<file path="config.mk">
export PLATFORM = sky130hd
export DESIGN_NAME = tx_sched
export DESIGN_NICKNAME = d
export VERILOG_FILES = /design/src/rtl/tx_sched.sv
export SDC_FILE = /design/constraint.sdc
export NUM_CORES = 1
export LEC_CHECK = 0
export CORE_MARGIN = 5
export CORE_UTILIZATION = 50
export CTS_BUF_LIST = sky130_fd_sc_hd__clkbuf_4 sky130_fd_sc_hd__clkbuf_8
export CTS_CLUSTER_DIAMETER = 50
export DETAILED_ROUTE_END_ITERATION = 16
export GPL_TIMING_DRIVEN = 0
export PLACE_DENSITY_LB_ADDON = 0.12
export SETUP_SLACK_MARGIN = 0.2
export SYNTH_ARGS = -nofsm -noshare
export SYNTH_HDL_FRONTEND = slang
export SYNTH_SLANG_ARGS = --single-unit
</file>
<file path="constraint.sdc">
create_clock -name clk_i -period 2.99 [get_ports clk_i]
set_input_delay 0.299 -clock clk_i [delete_from_list [all_inputs] [get_ports clk_i]]
set_output_delay 0.299 -clock clk_i [all_outputs]
set_load 0.05 [all_outputs]
</file>
<file path="src/rtl/tx_sched.sv">
// tx_sched: buffers packed sample words, arbitrates them against command responses, and serialises the winner LSB-byte-first to the UART.
// Ports: clk_i/rst_in clock and async active-low reset; clr_i sync flush;
//   smp_stb_i/smp_i sample strobe and word; rsp_req_i/rsp_i/rsp_ack_o response handshake;
//   tx_vld_o/tx_rdy_i/tx_o byte stream; level_o FIFO fill; ovf_o sticky drop; busy_o activity.
module tx_sched #(
  parameter int WORD_BYTES = 4,
  parameter int DEPTH      = 4
) (
  input  logic                      clk_i,
  input  logic                      rst_in,
  input  logic                      clr_i,
  input  logic                      smp_stb_i,
  input  logic [WORD_BYTES*8-1:0]   smp_i,
  input  logic                      rsp_req_i,
  input  logic [WORD_BYTES*8-1:0]   rsp_i,
  output logic                      rsp_ack_o,
  output logic                      tx_vld_o,
  input  logic                      tx_rdy_i,
  output logic [7:0]                tx_o,
  output logic [$clog2(DEPTH):0]    level_o,
  output logic                      ovf_o,
  output logic                      busy_o
);
  localparam int W  = WORD_BYTES * 8;
  localparam int AW = $clog2(DEPTH);
  localparam int LW = AW + 1;
  localparam int CW = WORD_BYTES > 1 ? $clog2(WORD_BYTES) : 1;
  typedef enum logic {IDLE, SEND} state_t;
  state_t          state_q, state_d;
  logic            last_q, last_d;
  logic [W-1:0]    shreg_q, shreg_d;
  logic [CW-1:0]   cnt_q, cnt_d;
  logic [AW-1:0]   wr_q, wr_d, rd_q, rd_d;
  logic [LW-1:0]   level_q, level_d;
  logic            ovf_q, ovf_d;
  logic [W-1:0]    mem [DEPTH];
  logic            idle, smp_c, gnt_rsp, gnt_smp, push, hs;
  // last_q: 0 = sample granted last, 1 = response granted last
  always_comb begin
    idle    = state_q == IDLE;
    smp_c   = level_q != '0;
    gnt_rsp = idle && !clr_i && rsp_req_i && (!smp_c || !last_q);
    gnt_smp = idle && !clr_i && smp_c && (!rsp_req_i || last_q);
    // a full FIFO still accepts a word when the head leaves in the same cycle
    push    = smp_stb_i && !clr_i && (level_q != LW'(DEPTH) || gnt_smp);
    hs      = !idle && tx_rdy_i;
    state_d = state_q;
    last_d  = last_q;
    shreg_d = shreg_q;
    cnt_d   = cnt_q;
    wr_d    = push ? wr_q + AW'(1) : wr_q;
    rd_d    = gnt_smp ? rd_q + AW'(1) : rd_q;
    level_d = level_q + LW'(push) - LW'(gnt_smp);
    ovf_d   = ovf_q || (smp_stb_i && !clr_i && !push);
    if (clr_i) begin
      state_d = IDLE;
      shreg_d = '0;
      cnt_d   = '0;
      wr_d    = '0;
      rd_d    = '0;
      level_d = '0;
      ovf_d   = 1'b0;
    end else if (gnt_rsp || gnt_smp) begin
      state_d = SEND;
      shreg_d = gnt_rsp ? rsp_i : mem[rd_q];
      cnt_d   = '0;
      last_d  = gnt_rsp;
    end else if (hs) begin
      shreg_d = shreg_q >> 8;
      cnt_d   = cnt_q + CW'(1);
      state_d = cnt_q == CW'(WORD_BYTES - 1) ? IDLE : SEND;
    end
  end
  always_ff @(posedge clk_i or negedge rst_in) begin
    if (!rst_in) begin
      state_q <= IDLE;
      last_q  <= 1'b0;
      shreg_q <= '0;
      cnt_q   <= '0;
      wr_q    <= '0;
      rd_q    <= '0;
      level_q <= '0;
      ovf_q   <= 1'b0;
    end else begin
      state_q <= state_d;
      last_q  <= last_d;
      shreg_q <= shreg_d;
      cnt_q   <= cnt_d;
      wr_q    <= wr_d;
      rd_q    <= rd_d;
      level_q <= level_d;
      ovf_q   <= ovf_d;
    end
  end
  always_ff @(posedge clk_i) begin
    if (push) mem[wr_q] <= smp_i;
  end
  // the ack is combinational, so it is masked while reset holds the FSM in IDLE
  assign rsp_ack_o = gnt_rsp && rst_in;
  assign tx_vld_o  = !idle;
  assign tx_o      = shreg_q[7:0];
  assign level_o   = level_q;
  assign ovf_o     = ovf_q;
  assign busy_o    = !idle || smp_c;
endmodule

</file>
==> impl_metrics.py, run 1 <==
metrics = {
    "outcome": {
        "status": "completed",
    },
    "grt": {
        "track_usage_pct": 19.0,
        "overflow": 0,
        "grt_pass1_wl_um": 22800,
        "grt_pass1_vias": 4096,
        "antenna_found_initial": 0,
        "grt_max_degree": 31,
    },
    "logic_synthesis": {
        "yosysMostFrequentCell": "edfxtp_1",
        "synth-adder-area-share_pct": 1.57,
        "ys_types": 36,
        "ys.flop_type": "edfxtp_1",
        "synthCells": 391,
        "yosys_warnings": 0,
        "synth-xor-area-share_pct": 0.640,
        "synth_top_cell_by_area": "edfxtp_1",
        "netlist_top_cells_count": "edfxtp_1, a22oi_1, dfrtp_1",
        "synth_area_sq_mm": 0.00685,
        "synth_compound_area_share_pct": 7.64,
        "ys_seq_elements": 172,
        "synth_top_family_by_area": "multiplexers",
        "synthTopCellsByArea": "edfxtp_1, dfrtp_1, mux4_2",
        "synthArstFlopShare_pct": 25.6,
        "synth.top_cell.area_share_pct": 56.2,
        "synth-edff-count": 128,
        "syn_avg_cell_area_sq_um": 17.5,
        "synth_nets": 469,
        "synth.area.mux_share_pct": 10.7,
        "ys_seq_area_share_pct": 72.2,
        "synthSimpleGateAreaFrac_pct": 4.26,
    },
    "sta": {
        "slew_violations": 0,
        "clock.fmax_mhz": 370,
        "tightestPinTransition_ns": 0.699,
        "maxSlewHeadroom_pct": 53.4,
        "setup_ws_ns": 0.287,
        "period_share_pct": 90.4,
        "setup_violations": 0,
        "rsz0062_at_grt": "yes",
        "finalHoldViolCount": 0,
        "finalCriticalPeriod_ns": 2.70,
        "finalClockSkew_ns": 0.00624,
    },
    "route": {
        "vias": 3838,
        "drtIter0Drc": 256,
        "wl_per_cell_um": 20.9,
        "antenna_left": 0,
        "drt-total-wl_um": 14400,
        "viasPerCell": 5.56,
        "drt-pass1-iter-count": 5,
        "drc": 0,
    },
    "worst_setup_path": {
        "crit_type": "flip-flop to flip-flop",
        "worstPathRequired_ns": 3.31,
        "regToRegStartpoint": "level_o[1]",
        "cp.depth": 11,
        "cp-end-kind": "flip-flop",
        "r2r-end": "level_o[2]",
        "start_kind": "flip-flop",
        "path_buf_inv": 4,
        "startpoint": "level_o[1]",
        "crit_slowest_cell": "dfrtp_2",
        "r2r_cells": 11,
        "slowest_delay_ns": 0.48,
        "r2r_setup_slack_ns": 0.29,
        "crit_chain": "or3_4, and3_1, buf_2, clkbuf_4, ha_1, inv_1, ha_1, inv_1, fa_1, xnor2_1, nor2_1",
        "worstPathArrival_ns": 3.02,
        "path_delay_family": "adder cells",
        "cp_max_fo": 10,
        "setup.worst_path.end": "level_o[2]",
    },
    "pwr": {
        "p_sw_w": 0.00170,
        "leakage_nw": 3.05,
        "power_density_mw_per_mm2": 693,
        "finalPower_w": 0.00582,
        "clkPwrFrac_pct": 24.1,
        "ir_drop_uv": 325,
        "p_comb_share_pct": 24.6,
        "p_int_w": 0.00412,
        "p_sw_share_pct": 29.2,
        "seqPwrFrac_pct": 51.4,
    },
    "clock_network": {
        "ctsLongestPathBuffers": 2,
        "cts-root-buf": "clkbuf_8",
        "cts_buffers": 17,
        "htree_levels": 4,
        "cts_tree": "built",
        "insertion_delay_ns": 0.45,
        "path_clk_slew_ns": 0.08,
        "cts_num_sinks": 172,
    },
    "die": {
        "dieHeight_um": 127,
        "dieArea_sq_mm": 0.0161,
        "rows": 42,
        "start_util_pct": 51.3,
        "coreArea_sq_mm": 0.0133,
        "die_w_um": 127,
        "num_io_pins": 85,
    },
    "cells_and_area": {
        "post-route-util_pct": 63.0,
        "nFillCells": 1017,
        "drive_gt1_share_pct": 18.7,
        "diodes": 0,
        "syn2layout_area_growth_pct": 22.8,
        "fin_cells": 690,
        "nets": 579,
    },
    "flow_run": {
        "drv_cap": 0,
    },
    "placed_design": {
        "gp_congestion": 0.799,
        "place_ws_ns": -0.183,
        "placed_cells": 656,
        "dp_hpwl_um": 9930,
        "io_buffers": 84,
    },
    "worst_hold_path": {
        "hold_path_class": "input port to async pin",
    },
}
==> cell type report <==
cell class	count	area (sq um)	share of cell area, %
Sequential cell	172	4950	58.9
Buffer	30	176	2.10
Clock buffer	19	249	2.96
Clock inverter	13	82.6	0.983
Multi-Input combinational cell	181	1730	20.6
Tap cell	176	220	2.62
Timing Repair Buffer	91	971	11.6
Inverter	8	30.0	0.357
==> timing repair <==
action | 4_1_cts | 5_1_grt
setup buffers | 1 | 0
pin swaps | 1 | 0
setup endpoints to repair | 2 | 3
resized for setup | 6 | 5
hold endpoints to repair | 22 | 0
hold buffers | 1 | 0
==> sequential cells by signal, indices dropped and copies added, names as in the netlist <==
| signal | count |
|---|---|
| shreg_q | 32 |
| last_q | 1 |
| tx_vld_o | 1 |
| ovf_o | 1 |
| rd_q | 2 |
| wr_q | 2 |
| level_o | 3 |
| cnt_q | 2 |
| mem | 128 |
==> routing by layer <==
metal	global-route usage, %	up-vias	wire length, um
met5	0	-	0
met4	7.38	0	290
met3	4.97	21	884
met2	29.6	124	7190
met1	25.9	1944	6080
li1	-	1749	-
==> kinds of logic (layout without fill, tap and decap cells) <==
logic type	Yosys count	count (layout)
mux	33	33
xor+xnor	5	5
simple gates	67	67
fa+ha+maj	8	8
buf+inv	38	161
flops	172	172
compound gates	68	68
==> power by group through the flow <==
stage          Clock, W  Sequential, W  Combinational (W)
2_1_floorplan         0        0.00305           0.000907
3_3_place_gp          0        0.00303            0.00139
3_5_place_dp          0        0.00304            0.00143
4_1_cts         0.00144        0.00299            0.00144
5_1_grt         0.00155        0.00302            0.00155
6_report        0.00140        0.00299            0.00143
==> per-stage QoR <==
step | cell area (sq um) | setup TNS (ns) | hold WS [ns]
floorplan | 6850 | 0 | 0.00341
global placement | 7910 | -74.20 | 0.453
detailed placement | 8040 | -0.406 | 0.322
CTS | 8390 | 0 | 0.376
global route | 8400 | 0 | 0.403
finish | 8400 | 0 | 0.388
==> layout by cell type, fill, tap and decap left out, drive strengths merged, types with 2 or more instances in the layout <==
| cell type | count |
|---|---|
| dfrtp | 44 |
| clkdlybuf4s50 | 82 |
| xnor2 | 2 |
| a22oi | 56 |
| or3 | 2 |
| edfxtp | 128 |
| clkbuf | 31 |
| mux4 | 32 |
| a21oi | 5 |
| buf | 26 |
| xor2 | 3 |
| nand2 | 42 |
| ha | 7 |
| a2111oi | 2 |
| nor2 | 10 |
| and2 | 5 |
| inv | 8 |
| clkinv | 12 |
==> worst min path at each step <==
stage,start,to,slack (ns),depth (start not counted)
2_1_floorplan,rst_in,cnt_q[0],0.003,0
3_3_place_gp,shreg_q[24],shreg_q[24],0.45,2
3_5_place_dp,rst_in,shreg_q[4],0.32,1
4_1_cts,rst_in,shreg_q[3],0.38,2
5_1_grt,rst_in,shreg_q[3],0.40,2
6_report,rst_in,shreg_q[3],0.39,2
No activity file was read; power rests on OpenSTA's default activity.
==> run 2: changes to the inputs <==
Settings changed: CAP_MARGIN set to 20, SLEW_MARGIN set to 15.
==> run 2 against run 1 <==
  * Critical path depth unchanged
  * First-iteration DRC count is 29% higher
  * Clock power barely moved
  * Global-route usage rose by 0.28 points
  * Utilization grew 0.26 points
  * Sequential power hardly changed
  * Die area is the same
  * Final cell count up 0.29%
  * Power increased by 0.97%
  * Highest routed layer unchanged
==> impl_metrics.py, run 2 (synthesized netlist as in run 1, its figures left out) <==
metrics = {
    "route": {
        "drt-total-wl_um": 14700,
        "antenna_left": 0,
        "viasPerCell": 5.69,
        "drtIter0Drc": 329,
        "wl_per_cell_um": 21.3,
        "drt-pass1-iter-count": 5,
        "vias": 3936,
        "drc": 0,
    },
    "die": {
        "num_io_pins": 85,
        "dieArea_sq_mm": 0.0161,
        "dieHeight_um": 127,
        "coreArea_sq_mm": 0.0133,
        "die_w_um": 127,
        "start_util_pct": 51.3,
        "rows": 42,
    },
    "worst_setup_path": {
        "crit_type": "flip-flop to flip-flop",
        "worstPathRequired_ns": 3.31,
        "start_kind": "flip-flop",
        "worstPathArrival_ns": 3.00,
        "cp-end-kind": "flip-flop",
        "cp_max_fo": 10,
    },
    "sta": {
        "clock.fmax_mhz": 373,
        "setup_ws_ns": 0.309,
        "rsz0062_at_grt": "yes",
        "finalCriticalPeriod_ns": 2.68,
        "tightestPinTransition_ns": 0.697,
        "finalClockSkew_ns": 0.0113,
        "maxSlewHeadroom_pct": 53.6,
        "whs_ns": 0.378,
        "setup_violations": 0,
        "tns_ns": 0,
        "finalHoldViolCount": 0,
        "period_share_pct": 89.7,
        "slew_violations": 0,
    },
    "clock_network": {
        "insertion_delay_ns": 0.45,
        "cts_tree": "built",
        "ctsLongestPathBuffers": 2,
        "cts_num_sinks": 172,
        "htree_levels": 4,
        "cts-root-buf": "clkbuf_8",
        "cts_buffers": 17,
        "path_clk_slew_ns": 0.08,
    },
    "flow_run": {
        "drv_cap": 0,
    },
    "cells_and_area": {
        "ff_latch_area_sq_mm": 0.00495,
        "syn2layout_area_growth_pct": 23.3,
        "multi_input_area_sq_mm": 0.00173,
        "largest_reg_flops": 128,
        "diodes": 0,
        "post-route-util_pct": 63.2,
        "nets": 581,
        "final_cell_mix": "edfxtp_1, clkdlybuf4s50_1, a22oi_1",
        "final_common_cell": "edfxtp_1",
        "nFillCells": 1005,
        "drive_gt1_share_pct": 19.6,
        "largest-register": "mem",
    },
    "placed_design": {
        "gp_congestion": 0.799,
        "place_ws_ns": -0.231,
        "dp_hpwl_um": 10100,
        "io_buffers": 84,
    },
    "pwr": {
        "leakage_nw": 3.07,
        "finalPower_w": 0.00588,
        "ir_drop_uv": 323,
        "power_density_mw_per_mm2": 697,
    },
    "grt": {
        "antenna_found_initial": 0,
        "grt_max_degree": 24,
        "overflow": 0,
        "track_usage_pct": 19.3,
        "grt_pass1_wl_um": 23300,
        "grt_pass1_vias": 4134,
    },
    "outcome": {
        "status": "completed",
    },
    "worst_hold_path": {
        "hold_path_class": "input port to async pin",
    },
}
run 2: worst max-delay path: stages (launching register included):
cell and delay [ns]:
dfrtp_2 0.44, or3_4 0.43, and3_1 0.16, buf_2 0.16, buf_4 0.19, ha_1 0.29
inv_1 0.06, ha_1 0.13, inv_1 0.05, fa_1 0.40, xnor2_1 0.17, nor2_1 0.05
run 2: layout make-up:
class | count | share of cell area [%]
plain buffers | 30 | 2.09
clock buffers | 20 | 3.04
clock inverters | 12 | 0.949
inverters | 8 | 0.356
multi-input cells | 181 | 20.6
flip-flops and latches | 172 | 58.6
well taps | 176 | 2.61
repair buffers | 93 | 11.8
run 2: repair_timing:
item	4_1_cts	5_1_grt
gates resized for setup	6	7
endpoints found under the hold margin	22	0
hold buffers	1	0
setup endpoints to repair	2	3
pin swaps	1	0
cloned	0	0
setup buffers	1	2
run 2: final timing paths:
check | from | to | cells past startpoint | slack [ns]
max | level_o[2] | level_o[2] | 11 | 0.31
min | rst_in | shreg_q[4] | 2 | 0.38
max reg2reg | level_o[2] | level_o[2] | 11 | 0.31
min reg2reg | shreg_q[25] | shreg_q[25] | 2 | 0.47
max in group asynchronous | rst_in | shreg_q[13] | 3 | 2.07
min in group clk_i | rsp_i[7] | shreg_q[7] | 3 | 0.47
run 2: layer usage:
| metal | GRT usage (%) | wire [um] | part of all wire [%] |
|---|---|---|---|
| met1 | 26.9 | 6470 | 44 |
| met2 | 30.0 | 7250 | 49 |
| met3 | 4.30 | 721 | 4.9 |
| met4 | 7.38 | 306 | 2.1 |
| met5 | 0 | 0 | 0 |
run 2: metrics by stage:
step / cell area, sq um / instances
4_1_cts: 8400 / 690
6_report: 8440 / 692
2_1_floorplan: 6850 / 391
5_1_grt: 8440 / 692
3_3_place_gp: 7910 / 651
3_5_place_dp: 8040 / 656
run 2: power breakdown:
part	total (W)	internal, W	switching, W
logic	0.00147	0.000661	0.000811
clock network	0.00142	0.000662	0.000760
registers	0.00299	0.00283	0.000153
total	0.00588	0.00416	0.00172
==> run 3: changes to the inputs <==
Settings changed: CORE_MARGIN 5 to 3.
==> run 3 against run 2 <==
  * Design area rose by 0.92%
  * Combinational power barely moved
  * Utilization rose by 0.83 points
  * Power rose by 5.5%
  * First-iteration DRC count fell by 5.5%
  * Non-clock buffer count did not move
  * Fmax rose by 0.50%
  * Routed wire length fell by 0.59%
  * Clock power rose by 23%
  * Clock-buffer cell count fell by 2
  * Hold slack got worse by 0.070 ns
  * Sequential share of layout area fell by 0.53 points
  * Critical endpoint unchanged
  * Highest routed layer unchanged
==> impl_metrics.py, run 3 (synthesized netlist as in run 1, its figures left out) <==
metrics = {
    "placed_design": {
        "gp_congestion": 0.811,
        "dp_hpwl_um": 9980,
        "placed_area_sq_mm": 0.00803,
        "io_buffers": 84,
    },
    "cells_and_area": {
        "nets": 581,
        "post-route-util_pct": 64.1,
        "fin_area_sq_mm": 0.00852,
        "nFillCells": 1015,
        "largest_reg_flops": 128,
        "drive_gt1_share_pct": 20.3,
        "final_common_cell": "edfxtp_1",
        "syn2layout_area_growth_pct": 24.4,
        "final_cell_mix": "edfxtp_1, clkdlybuf4s50_1, a22oi_1",
        "largest-register": "mem",
        "diodes": 0,
    },
    "grt": {
        "grt_max_degree": 30,
        "grt_pass1_vias": 4072,
        "overflow": 0,
        "grt_pass1_wl_um": 22800,
        "antenna_found_initial": 0,
        "track_usage_pct": 20.9,
    },
    "sta": {
        "clock.fmax_mhz": 375,
        "finalHoldViolCount": 0,
        "rsz0062_at_grt": "no",
        "period_share_pct": 89.2,
        "setup_violations": 0,
        "tns_ns": 0,
        "maxSlewHeadroom_pct": 52.6,
        "whs_ns": 0.308,
        "slew_violations": 0,
        "finalCriticalPeriod_ns": 2.67,
        "tightestPinTransition_ns": 0.710,
        "finalClockSkew_ns": 0.00965,
    },
    "pwr": {
        "power_density_mw_per_mm2": 728,
        "ir_drop_uv": 442,
        "clkPwrFrac_pct": 28.2,
        "p_sw_w": 0.00179,
        "seqPwrFrac_pct": 48.2,
        "leakage_nw": 3.08,
        "p_sw_share_pct": 28.9,
        "p_comb_share_pct": 23.6,
        "finalPower_w": 0.00620,
        "p_int_w": 0.00441,
    },
    "die": {
        "die_w_um": 123,
        "dieHeight_um": 123,
        "start_util_pct": 51.5,
        "dieArea_sq_mm": 0.0151,
        "num_io_pins": 85,
        "coreArea_sq_mm": 0.0133,
        "rows": 42,
    },
    "clock_network": {
        "path_clk_slew_ns": 0.09,
        "cts_num_sinks": 172,
        "cts_buffers": 17,
        "cts_tree": "built",
        "cts-root-buf": "clkbuf_8",
        "insertion_delay_ns": 0.45,
        "htree_levels": 4,
        "ctsLongestPathBuffers": 2,
    },
    "route": {
        "drt-total-wl_um": 14700,
        "vias": 3878,
        "drtIter0Drc": 311,
        "drc": 0,
        "wl_per_cell_um": 21.2,
        "antenna_left": 0,
        "drt-pass1-iter-count": 6,
        "viasPerCell": 5.60,
    },
    "worst_setup_path": {
        "cp-end-kind": "flip-flop",
        "cp_max_fo": 10,
        "worstPathRequired_ns": 3.32,
        "start_kind": "flip-flop",
        "crit_type": "flip-flop to flip-flop",
        "worstPathArrival_ns": 2.99,
    },
    "flow_run": {
        "drv_cap": 0,
    },
    "worst_hold_path": {
        "hold_path_class": "input port to async pin",
    },
    "outcome": {
        "status": "completed",
    },
}
[run 3: cell types whose count changed in the layout (fill, tap and decap cells not counted), moves of 3 or more]
cell        delta
clkinv_1       -4
clkinvlp_4     +5
bufinv_16      +3
clkinv_2       -5
[run 3: layer usage]
metal  vias to the layer above  global-route usage [%]  part of all wire (%)
met3                        11                    4.85                   6.0
met4                         0                    7.06                   1.0
met2                       133                    34.1                    51
li1                       1751                       -                     -
met5                         -                       0                     0
met1                      1983                    28.1                    41
[run 3: path summary, 6_finish.rpt]
kind | from | end | slack (ns) | cells after the start
max reg2reg | level_o[2] | level_o[2] | 0.32 | 11
max | level_o[2] | level_o[2] | 0.32 | 11
max in group asynchronous | rst_in | shreg_q[30] | 2.17 | 3
min | rst_in | ovf_o | 0.31 | 2
min in group clk_i | shreg_q[25] | shreg_q[25] | 0.47 | 2
min reg2reg | shreg_q[25] | shreg_q[25] | 0.47 | 2
[run 3: repair_timing]
| item | in CTS | in global routing |
|---|---|---|
| hold buffers | 1 | 0 |
| buffers inserted | 1 | 2 |
| setup endpoints to repair | 2 | 3 |
| pin swaps | 1 | 0 |
| gates resized for setup | 6 | 7 |
| endpoints found under the hold margin | 16 | 0 |
[run 3: critical path: stages (launching register included)]
cell     delay (ns)
dfrtp_2        0.45
or3_4          0.44
and3_1         0.16
buf_2          0.17
buf_4          0.19
ha_1           0.28
inv_1          0.06
ha_1           0.13
inv_1          0.05
fa_1           0.40
xnor2_1        0.16
nor2_1         0.05
[run 3: cell type report]
type	count	area [sq um]	area share, %
Sequential cell	172	4950	58.1
Multi-Input combinational cell	181	1730	20.3
Timing Repair Buffer	93	978	11.5
Clock buffer	18	241	2.84
Tap cell	176	220	2.59
Clock inverter	14	194	2.28
Buffer	30	176	2.07
Inverter	8	30.0	0.353
[run 3: power by group through the flow]
stage | registers [W] | logic, W | clock network, W
3_5_place_dp | 0.00304 | 0.00144 | 0
6_report | 0.00299 | 0.00147 | 0.00175
4_1_cts | 0.00299 | 0.00145 | 0.00178
3_3_place_gp | 0.00304 | 0.00139 | 0
5_1_grt | 0.00302 | 0.00158 | 0.00189
2_1_floorplan | 0.00305 | 0.000907 | 0
[run 3: metrics by stage]
| stage | cells | setup slack [ns] |
|---|---|---|
| after floorplan | 391 | 0.222 |
| after global placement | 651 | -0.683 |
| after detailed placement | 656 | -0.212 |
| after CTS | 690 | 0.215 |
| after global routing | 692 | 0.213 |
| final | 692 | 0.323 |
